**config.mk**
```make
export PLATFORM = sky130hd
export DESIGN_NAME = pipe_add_sub
export DESIGN_NICKNAME = d
export VERILOG_FILES = /design/src/rtl/pipe_add_sub.sv
export SDC_FILE = /design/constraint.sdc
export NUM_CORES = 1
export LEC_CHECK = 0
export BUFFER_PORTS_ARGS = -buffer_cell sky130_fd_sc_hd__buf_2
export CAP_MARGIN = 10
export CORE_MARGIN = 2
export CORE_UTILIZATION = 30
export CTS_CLUSTER_SIZE = 40
export DETAILED_ROUTE_END_ITERATION = 10
export PLACE_DENSITY = 0.52
export SLEW_MARGIN = 20
export SYNTH_ARGS = -nofsm -noshare
export SYNTH_HDL_FRONTEND = slang
export SYNTH_SLANG_ARGS = --single-unit
```
**constraint.sdc**
```tcl
create_clock -name clk -period 5.52 [get_ports clk]
set_input_delay 0.276 -clock clk [delete_from_list [all_inputs] [get_ports clk]]
set_output_delay 0.276 -clock clk [all_outputs]
set_load 0.005 [all_outputs]
```
**src/rtl/pipe_add_sub.sv**
```systemverilog
`default_nettype none
// ============================================================================
// Module      : pipe_add_sub
// Description : Pipelined two's-complement adder/subtractor. One CW-bit chunk
//               is computed per stage, with an elastic valid/ready handshake.
// Revision    : 1.0 - initial release
// ============================================================================
module pipe_add_sub #(
    parameter int WIDTH  = 32,
    parameter int STAGES = 4
) (
    input  logic             clk,
    input  logic             rst,
    input  logic             in_valid,
    output logic             in_ready,
    input  logic [WIDTH-1:0] a,
    input  logic [WIDTH-1:0] b,
    input  logic             sub,
    output logic             out_valid,
    input  logic             out_ready,
    output logic [WIDTH-1:0] sum,
    output logic             carry,
    output logic             overflow,
    output logic             zero
);
    localparam int c_CW   = WIDTH / STAGES;
    localparam int c_LAST = STAGES - 1;

    logic [WIDTH-1:0]  w_b_eff;
    logic [STAGES:0]   w_ready;

    // What each stage would load this cycle: either the input port or the
    // previous stage's registers.
    logic [STAGES-1:0] w_src_valid;
    logic [STAGES-1:0] w_src_c;
    logic [STAGES-1:0] w_cout;
    logic [WIDTH-1:0]  w_src_a   [STAGES];
    logic [WIDTH-1:0]  w_src_b   [STAGES];
    logic [WIDTH-1:0]  w_src_sum [STAGES];
    logic [WIDTH-1:0]  w_new_sum [STAGES];

    logic [STAGES-1:0] r_valid_q, w_valid_d;
    logic [STAGES-1:0] r_carry_q, w_carry_d;
    logic [WIDTH-1:0]  r_sum_q [STAGES];
    logic [WIDTH-1:0]  w_sum_d [STAGES];
    logic [WIDTH-1:0]  r_opa_q [STAGES];
    logic [WIDTH-1:0]  w_opa_d [STAGES];
    logic [WIDTH-1:0]  r_opb_q [STAGES];
    logic [WIDTH-1:0]  w_opb_d [STAGES];
    logic              r_ovf_q, w_ovf_d;
    logic              r_zero_q, w_zero_d;

    assign w_b_eff = sub ? ~b : b;

    always_comb begin
        w_ready[STAGES] = out_ready;
        for (int i = STAGES - 1; i >= 0; i--) begin
            w_ready[i] = !r_valid_q[i] || w_ready[i+1];
        end
    end

    for (genvar gi = 0; gi < STAGES; gi++) begin : g_stage
        logic [c_CW:0] w_chunk;

        if (gi == 0) begin : g_head
            assign w_src_valid[gi] = in_valid;
            assign w_src_a[gi]     = a;
            assign w_src_b[gi]     = w_b_eff;
            assign w_src_sum[gi]   = '0;
            assign w_src_c[gi]     = sub;
        end else begin : g_body
            assign w_src_valid[gi] = r_valid_q[gi-1];
            assign w_src_a[gi]     = r_opa_q[gi-1];
            assign w_src_b[gi]     = r_opb_q[gi-1];
            assign w_src_sum[gi]   = r_sum_q[gi-1];
            assign w_src_c[gi]     = r_carry_q[gi-1];
        end

        assign w_chunk = {1'b0, w_src_a[gi][gi*c_CW +: c_CW]}
                       + {1'b0, w_src_b[gi][gi*c_CW +: c_CW]}
                       + {{c_CW{1'b0}}, w_src_c[gi]};
        assign w_cout[gi] = w_chunk[c_CW];
        // Chunk gi of the incoming partial sum is still zero, so OR inserts it.
        assign w_new_sum[gi] = w_src_sum[gi] | (WIDTH'(w_chunk[c_CW-1:0]) << (gi * c_CW));
    end

    always_comb begin
        w_ovf_d  = r_ovf_q;
        w_zero_d = r_zero_q;
        for (int i = 0; i < STAGES; i++) begin
            w_valid_d[i] = w_ready[i] ? w_src_valid[i] : r_valid_q[i];
            w_carry_d[i] = r_carry_q[i];
            w_sum_d[i]   = r_sum_q[i];
            w_opa_d[i]   = r_opa_q[i];
            w_opb_d[i]   = r_opb_q[i];
            if (w_ready[i] && w_src_valid[i]) begin
                w_carry_d[i] = w_cout[i];
                w_sum_d[i]   = w_new_sum[i];
                w_opa_d[i]   = w_src_a[i];
                w_opb_d[i]   = w_src_b[i];
            end
        end
        if (w_ready[c_LAST] && w_src_valid[c_LAST]) begin
            w_ovf_d  = (w_src_a[c_LAST][WIDTH-1] == w_src_b[c_LAST][WIDTH-1]) &&
                       (w_new_sum[c_LAST][WIDTH-1] != w_src_a[c_LAST][WIDTH-1]);
            w_zero_d = (w_new_sum[c_LAST] == '0);
        end
    end

    always_ff @(posedge clk) begin
        if (rst) begin
            r_valid_q <= '0;
            r_carry_q <= '0;
            r_ovf_q   <= 1'b0;
            r_zero_q  <= 1'b0;
            for (int i = 0; i < STAGES; i++) begin
                r_sum_q[i] <= '0;
                r_opa_q[i] <= '0;
                r_opb_q[i] <= '0;
            end
        end else begin
            r_valid_q <= w_valid_d;
            r_carry_q <= w_carry_d;
            r_ovf_q   <= w_ovf_d;
            r_zero_q  <= w_zero_d;
            for (int i = 0; i < STAGES; i++) begin
                r_sum_q[i] <= w_sum_d[i];
                r_opa_q[i] <= w_opa_d[i];
                r_opb_q[i] <= w_opb_d[i];
            end
        end
    end

    assign in_ready  = w_ready[0];
    assign out_valid = r_valid_q[c_LAST];
    assign sum       = r_sum_q[c_LAST];
    assign carry     = r_carry_q[c_LAST];
    assign overflow  = r_ovf_q;
    assign zero      = r_zero_q;

endmodule
`default_nettype wire

```
==> results.json <==
{
  "worst_pin_slew_ps": 1030,
  "p_seq_share_pct": 47.9,
  "cp-start-kind": "flop",
  "drive_above_1_share_pct": 14.2,
  "htreeDepth": 4,
  "critPathSlowestCell": "fa_1",
  "grt_max_degree": 96,
  "syn_nets": 1118,
  "via_per_inst": 4.58,
  "yosysSeqAreaShare_pct": 45.5,
  "setup_tns_ps": 0,
  "final_cell_mix": "278 x nand2_1, 186 x dfxtp_1, 151 x a21oi_1",
  "r2r_start": "r_carry_q[2]$_SDFFE_PP0P_",
  "p_int_mw": 2.24,
  "final_nets": 1151,
  "power.leakage_nw": 3.59,
  "p_comb_share_pct": 8.9,
  "final_cells": 1401,
  "period_share_pct": 46.9,
  "synthCells": 1014,
  "cp_top_family": "simple AND/OR/NAND/NOR gates",
  "antennaDiodeCount": 0,
  "ctsHoldBuffers": 0,
  "wirelength_um": 19000,
  "crit_path_cell_trace": "fa_1, inv_1, fa_1, nor4b_1, nand4_1, nor4_2, nand4b_1, or4_1, a21oi_1",
  "crit_fanout": 2,
  "cts.sinks": 186,
  "fin_area_mm2": 0.00934,
  "required_ps": 5870,
  "dieHeight_um": 169,
  "worst_ir_drop_vdd_v": 0.000152,
  "fillers": 2931,
  "r2r_slack_ps": 2930,
  "setup_viol": 0,
  "initial_core_util_pct": 30.4,
  "antenna_found_initial": 0,
  "cts_buffer_depth": 2,
  "routedWlPerCell_um": 13.6,
  "cts_resized": 0,
  "drv_slew": 0,
  "area_growth_pct": 14.1,
  "min_period_ps": 2590,
  "rsz0062_at_grt": "no",
  "syn_area_per_cell_um2": 8.07,
  "crit_type": "flop to flop",
  "crit_path_start": "r_carry_q[2]$_SDFFE_PP0P_",
  "crit_buf_inv": 1,
  "ys.warnings.count": 0,
  "final_common_cell": "nand2_1",
  "grt_pass1_wl_um": 30900,
  "crit_path_end_kind": "flop",
  "clockPowerShare_pct": 43.1,
  "max_stage_delay_ps": 510,
  "p_per_area_mw_per_mm2": 318,
  "status": "completed",
  "slew_headroom_pct": 31.1,
  "holdWs_ps": 84.9,
  "hold_start": "a[17]",
  "syn_area_mm2": 0.00818,
  "cts_buffers": 17,
  "ys_ff_latch": 186,
  "async_flop_share_pct": 0,
  "clk_pin_slew_worst_paths_ps": 70,
  "die_x_um": 169,
  "io_buffers": 105,
  "finalCoreUtilization_pct": 34.7,
  "grt_overflow": 0,
  "clock_skew_ps": 16.8,
  "crit_path_frequent_cell": "fa_1",
  "drt_iter0_drc": 352,
  "postCtsSetupBuffers": 0,
  "cts_tree": "done",
  "grt_usage_pct": 13.3,
  "p_switching_mw": 0.722,
  "hp-class": "input port to flop",
  "core_mm2": 0.0269,
  "drc": 0,
  "grt_pass1_vias": 5906,
  "crit_arrival_ps": 2940,
  "first_pass_iters": 4,
  "row_count": 60,
  "drtAntennaViolNets": 0,
  "routed-via-count": 6410,
  "placed_cells": 1369,
  "dpl.hpwl_um": 13400,
  "max_freq_ghz": 0.386,
  "root_buffer": "clkbuf_16",
  "pin_count": 106,
  "multi_input_area_mm2": 0.00390,
  "finalHoldViolCount": 0,
  "synth_edf_count": 0,
  "synth_flop_cell": "dfxtp_1",
  "synth_cell_types": 48,
  "die-area_mm2": 0.0286,
  "drv_cap": 0,
  "regArea_mm2": 0.00372,
  "gp_congestion": 0.810,
  "place_area_mm2": 0.00872,
  "swShare_pct": 24.4,
  "clk_latency_ps": 430
}
## path summary, 6_finish.rpt
| path | end | depth (start not counted) |
|---|---|---|
| max reg2reg | zero$_SDFFE_PP0P_ | 9 |
| min | r_opa_q[0][17]$_SDFFE_PP0P_ | 3 |
| max | zero$_SDFFE_PP0P_ | 9 |
| min reg2reg | r_sum_q[0][68]$_SDFFE_PP0P_ | 2 |
## metrics by stage
| stage | total power, mW | setup slack [ps] |
|---|---|---|
| 2_1_floorplan | 1.63 | 3050 |
| 3_3_place_gp | 1.72 | 2760 |
| 4_1_cts | 3.00 | 2890 |
| 5_1_grt | 3.09 | 2720 |
| 3_5_place_dp | 1.72 | 2730 |
| 6_report | 2.97 | 2930 |
## area by class of cell
type                            count  share of cell area [%]
Clock inverter                     11                    1.70
Sequential cell                   186                    39.9
Timing Repair Buffer              113                    6.34
Inverter                           19                   0.764
Tap cell                          341                    4.57
Multi-Input combinational cell    710                    41.8
Clock buffer                       21                    4.93
## cells by family after synthesis
kind of cell	Yosys count	synth area share, %
AOI/OAI and AO/OA	223	15.7
xor gates and xnor gates	48	5.14
adders and majority gates	35	6.00
buffers and inverters	118	6.93
DFF	186	45.5
muxes	3	0.382
and+or+nand+nor	401	20.4
## per-layer routing
metal | global-route usage, % | wire length, um | up-vias
met5 | 0 | 0 | -
met4 | 3.57 | 166 | 0
met3 | 2.55 | 477 | 9
met2 | 18.4 | 7580 | 93
met1 | 20.9 | 10800 | 2872
li1 | - | - | 3436
## cells in the mapped netlist (2+ instances only)
cell type  instances  area [um2]
o311ai_0           2        17.5
dfxtp_1          186        3720
and2_1             5        31.3
nor2_1            57         214
buf_1              3        11.3
fa_1               7         140
buf_2              3        15.0
o22ai_1            3        18.8
nand3_1           18        90.1
buf_4             32         240
nor4b_1            3        26.3
or4_1              3        22.5
nand2b_1           4        25.0
a21o_1             8        60.1
o21ai_0            7        35.0
inv_1             18        67.6
a21oi_1          151         756
a211oi_1          32         240
o21bai_1           4        30.0
nand4_1            3        18.8
clkbuf_1          61         229
ha_1              28         350
xnor2_1           39         342
o31ai_1            2        15.0
nor3_1            13        65.1
mux2i_1            2        20.0
nor4_1             6        37.5
xor2_1             9        78.8
nor2b_1            3        18.8
nand2_1          278        1040
o211ai_1           7        52.6
## tightest hold or removal path: cells and delay by family
kind	cells	cell delay, ps
AOI/OAI and AO/OA	1	50
buffers and inverters	1	100
and+or+nand+nor	1	50
## power groups by stage
stage | combinational [mW] | clock [mW] | sequential [mW]
after global placement | 0.267 | 0 | 1.45
after CTS | 0.269 | 1.31 | 1.42
final | 0.265 | 1.28 | 1.42
after detailed placement | 0.268 | 0 | 1.45
after floorplan | 0.192 | 0 | 1.44
after global routing | 0.301 | 1.36 | 1.43
## state kept, by name, summed over array words and instances (netlist names)
| register | count |
|---|---|
| r_sum_q | 80 |
| r_opa_q | 48 |
| overflow | 1 |
| r_valid_q | 4 |
| r_opb_q | 48 |
| r_carry_q | 4 |
| zero | 1 |
Note: power is estimated with default switching activity, not from simulation.
